File: src/rtl/bheap_scan_sequencer.sv
// bheap_scan_sequencer: stream-side sequencer for a scan-mode binary heap array.
// It fills the heap scan chain, runs the heap controller, and then drains the chain to an output stream.
module bheap_scan_sequencer #(
  parameter int WIDTH  = 32,
  parameter int NODES  = 3,
  parameter int CWIDTH = 8
) (
  input  logic              Clk,
  input  logic              Reset,
  input  logic              Start,
  input  logic [CWIDTH-1:0] Count,
  output logic              Busy,
  input  logic              InValid,
  output logic              InReady,
  input  logic [WIDTH-1:0]  InData,
  output logic              OutValid,
  input  logic              OutReady,
  output logic [WIDTH-1:0]  OutData,
  output logic [WIDTH-1:0]  ScanOut,
  input  logic [WIDTH-1:0]  ScanIn,
  output logic              ScanEnable,
  output logic              HeapGo,
  output logic [CWIDTH-1:0] HeapCount,
  input  logic              HeapDone
);

  localparam int CNTW = $clog2(NODES + 1);
  localparam logic [CNTW-1:0] LAST = CNTW'(NODES - 1);
  localparam logic [CNTW-1:0] FULL = CNTW'(NODES);

  typedef enum logic [2:0] {
    IDLE,
    LOAD,
    GO,
    WAIT,
    UNLOAD
  } state_t;

  state_t            state_q, state_d;
  logic [CWIDTH-1:0] count_q, count_d;
  logic [CNTW-1:0]   cnt_q, cnt_d;
  logic              outValid_q, outValid_d;
  logic [WIDTH-1:0]  outData_q, outData_d;

  always_ff @(posedge Clk or posedge Reset) begin
    if (Reset) begin
      state_q    <= IDLE;
      count_q    <= '0;
      cnt_q      <= '0;
      outValid_q <= 1'b0;
      outData_q  <= '0;
    end else begin
      state_q    <= state_d;
      count_q    <= count_d;
      cnt_q      <= cnt_d;
      outValid_q <= outValid_d;
      outData_q  <= outData_d;
    end
  end

  // Unload only refills the output register once it is empty or is being taken this cycle,
  // so the chain never shifts while the consumer stalls.
  always_comb begin
    state_d    = state_q;
    count_d    = count_q;
    cnt_d      = cnt_q;
    outValid_d = outValid_q;
    outData_d  = outData_q;
    ScanEnable = 1'b0;
    ScanOut    = '0;
    HeapGo     = 1'b0;
    HeapCount  = '0;

    unique case (state_q)
      IDLE: begin
        if (Start) begin
          count_d = Count;
          cnt_d   = '0;
          state_d = LOAD;
        end
      end
      LOAD: begin
        if (InValid) begin
          ScanEnable = 1'b1;
          ScanOut    = InData;
          if (cnt_q == LAST) begin
            cnt_d   = '0;
            state_d = (count_q != '0) ? GO : UNLOAD;
          end else begin
            cnt_d = cnt_q + CNTW'(1);
          end
        end
      end
      GO: begin
        HeapGo    = 1'b1;
        HeapCount = count_q;
        state_d   = WAIT;
      end
      WAIT: begin
        if (HeapDone) begin
          cnt_d   = '0;
          state_d = UNLOAD;
        end
      end
      UNLOAD: begin
        if (!outValid_q || OutReady) begin
          if (cnt_q != FULL) begin
            ScanEnable = 1'b1;
            outData_d  = ScanIn;
            outValid_d = 1'b1;
            cnt_d      = cnt_q + CNTW'(1);
          end else begin
            outValid_d = 1'b0;
            state_d    = IDLE;
          end
        end
      end
      default: state_d = IDLE;
    endcase
  end

  assign Busy     = (state_q != IDLE);
  assign InReady  = (state_q == LOAD);
  assign OutValid = outValid_q;
  assign OutData  = outData_q;

endmodule

File: config.mk
export PLATFORM = sky130hd
export DESIGN_NAME = bheap_scan_sequencer
export DESIGN_NICKNAME = d
export VERILOG_FILES = /design/src/rtl/bheap_scan_sequencer.sv
export SDC_FILE = /design/constraint.sdc
export NUM_CORES = 1
export LEC_CHECK = 0
export ABC_AREA = 1
export BUFFER_PORTS_ARGS = -buffer_cell sky130_fd_sc_hd__buf_4
export CAP_MARGIN = 5
export CORE_MARGIN = 1.5
export CORE_UTILIZATION = 43
export DETAILED_ROUTE_END_ITERATION = 8
export PLACE_DENSITY = 0.86
export SLEW_MARGIN = 25
export SYNTH_ARGS = -nofsm -noshare
export SYNTH_HDL_FRONTEND = slang
export SYNTH_SLANG_ARGS = --single-unit
File: constraint.sdc
create_clock -name Clk -period 1.75 [get_ports Clk]
set_input_delay 0.175 -clock Clk [delete_from_list [all_inputs] [get_ports Clk]]
set_output_delay 0.175 -clock Clk [all_outputs]
set_load 0.03 [all_outputs]
==> summary.md <==
| Metric | Value |
|---|---|
| Total GRT Usage | 21.7% |
| Largest net degree at the start of global routing | 65 |
| Startpoint types | flop |
| Detailed-route vias per instance | 4.64 |
| I/O pin total | 155 |
| CTS tree | done |
| WL final | 6.75 mm |
| Root Driver | clkbuf_8 |
| CP max stage cell | dfrtp_2 |
| Most frequent cells in the layout | buf_4, nand2_1, inv_1, dfrtp_1, nor2_2 |
| Fin nets | 579 |
| Number of global-route vias before repair | 2517 |
| Grt ovf | 0 |
| Post-synthesis xor/xnor area fraction | 0% |
| Post-synthesis adder-cell area fraction | 2.49% |
| Final Util | 72.2% |
| Drt drc | 0 |
| Post-detailed-route count of antenna-violating nets | 0 |
| Seq/Total Area, Yosys | 45.8% |
| Port bufs | 154 |
| Die height | 79.4 um |
| First-pass GRT wire length | 10.7 mm |
| Critical path class | flop to primary output |
| Top cell type's share of synthesized area | 45.8% |
| Via count | 2635 |
| Net Count, Synth | 419 |
| Hold_ws | 0.127 ns |
| Wire per inst | 11.9 um |
| Die area | 6310 um^2 |
| FMAX | 593 MHz |
| Synth unique cells | 19 |
| Slew Limit Fails | 0 |
| Clk Latency, worst-skew pair | 0.29 ns |
| Average size of a mapped cell | 7.47 um^2 |
| RSZ-0062 raised after global routing | yes |
| Commonest non-fill, non-tap cell in the layout | buf_4 |
| Post-synthesis mux area share | 0% |
| Final hold vios | 0 |
| Yosys reg bits | 46 |
| Clock transition at path regs | 0.08 ns |
| Arrival time at the worst endpoint | 1.51 ns |
| PD cells | 1640 nW/um^2 |
| Largest family of logic cells by synthesized area | simple AND/OR/NAND/NOR gates |
| Simple-gate portion of the synthesized area | 26.4% |
| Synth Area in Compound Gates | 12.6% |
| Gate Count Post-Synth | 336 |
| Core area | 5570 um^2 |
| Leak | 2.27 nW |
| GPL Wtd Cong | 0.844 |
| Post-DP Area | 3820 um^2 |
| Post-Syn Area | 2510 um^2 |
| Register Area | 1150 um^2 |
| Ratio of cells with drive above 1 in the final layout | 50.4% |
| Area Growth Syn to Fin | 60.2% |
| Post-DP HPWL | 5.19 mm |
| Critical path buffers and inverters | 1 |
| Clock Path Buffers | 2 |
| Area leader, netlist | dfrtp_1 |
| Cell Rows | 27 |
| CP max stage delay | 0.46 ns |
| Initial Utilization | 45.1% |
| Worst VDD drop | 800 uV |
| H-Tree Level Count | 2 |
| Worst slew pin tran | 0.521 ns |
| Area taken by multi-input logic gates | 1170 um^2 |
| Crit end category | primary output |
| # fillers | 442 |
| TNS Setup | 0 ns |
| Pre-antenna DRT Iters | 4 |
| Fin crit share | 96.3% |
| YS warnings | 0 |
| Diode count | 0 |
| Outcome | finished clean |
| Final Skew | 0.00675 ns |
| Maximum fanout along the worst path | 6 |
| Rel. slew slack | 65.2% |
| Main area contributors after synthesis | dfrtp_1, nand2_1, nor2_1 |
| Total power | 6.59 mW |
| Initial DRC Count | 65 |
| Num CTS Buffers | 5 |
| Max cap viols | 0 |
| WP data required | 1.57 ns |
| Setup violators final | 0 |
| Initial antenna violation count | 0 |
| Crit path time final | 1.69 ns |
| Design Area, Final | 4020 um^2 |
| Die width | 79.4 um |
| Critical path's top delay family | simple AND/OR/NAND/NOR gates |
| Sink Count | 46 |
| Critical Path, Cell by Cell | nor2_2, nand3_1, or2_4, nand2_2, buf_6 |
| Min-Delay Path Class | primary input to flop |
path summary, 6_finish.rpt:
| kind | start | depth (start not counted) | slack [ns] | end |
|---|---|---|---|---|
| worst max-delay path | state_q[0]$_DFFE_PP0P_ | 5 | 0.06 | ScanEnable |
| worst max register to register | state_q[0]$_DFFE_PP0P_ | 6 | 0.21 | OutData[24]$_DFFE_PP0P_ |
| worst min-delay path | ScanIn[21] | 3 | 0.13 | OutData[21]$_DFFE_PP0P_ |
| max in group asynchronous | Reset | 4 | 0.68 | state_q[0]$_DFFE_PP0P_ |
| min in group asynchronous | Reset | 3 | 0.48 | count_q[1]$_DFFE_PP0P_ |
| worst min register to register | OutData[11]$_DFFE_PP0P_ | 2 | 0.49 | OutData[11]$_DFFE_PP0P_ |
synthesized netlist by cell type (all sizes together):
cell	count
nand3	9
inv	52
buf	11
o21ai	37
ha	5
nand2	98
clkinv	1
dfrtp	46
nand3b	1
clkbuf	5
or2	2
a21oi	9
nor2	60
layout make-up:
type | count | share of cell area (%)
Sequential cell | 46 | 28.7
Clock buffer | 5 | 1.71
Inverter | 53 | 5.07
Clock inverter | 2 | 0.249
Timing Repair Buffer | 169 | 33.0
Tap cell | 72 | 2.24
Multi-Input combinational cell | 221 | 29.0
cells by family after synthesis:
logic type	count (synthesis)
adders and majority gates	5
DFF	46
and+or+nand+nor	170
AOI/OAI and AO/OA	46
buffers and inverters	69
layer usage:
metal	routed length [um]	global-route usage, %	up-vias
met4	86	7.02	0
met2	3510	39.7	123
met3	540	4.34	6
met1	2610	25.1	1184
li1	-	-	1322
met5	0	0	-
stage by stage:
| stage | cells | setup WS (ns) |
|---|---|---|
| after floorplan | 336 | 0.0762 |
| after global placement | 553 | 0.175 |
| after detailed placement | 553 | 0.0940 |
| after CTS | 564 | 0.0252 |
| after global routing | 568 | -0.0248 |
| final | 568 | 0.0647 |
power by group:
| part | total (mW) | switching, mW | internal (mW) |
|---|---|---|---|
| clock | 0.601 | 0.333 | 0.268 |
| sequential | 1.85 | 0.319 | 1.54 |
| combinational | 4.14 | 2.57 | 1.56 |
registers in the layout (all words and copies together) (netlist names):
signal,cells
OutData,32
OutValid,1
cnt_q,2
count_q,8
state_q,3
tightest hold or removal path, delay by kind of cell:
| kind | cells | cell delay [ns] |
|---|---|---|
| buffers and inverters | 2 | 0.14 |
| AOI/OAI and AO/OA | 1 | 0.06 |
what timing repair did:
action | 4_1_cts | 5_1_grt
buffers inserted | 3 | 2
resized for setup | 8 | 7
setup endpoints to repair | 35 | 41
pin swaps | 0 | 0
gates cloned | 0 | 2
hold buffers | 1 | 0
hold endpoints to repair | 24 | 0
Note: power is estimated with default switching activity, not from simulation.
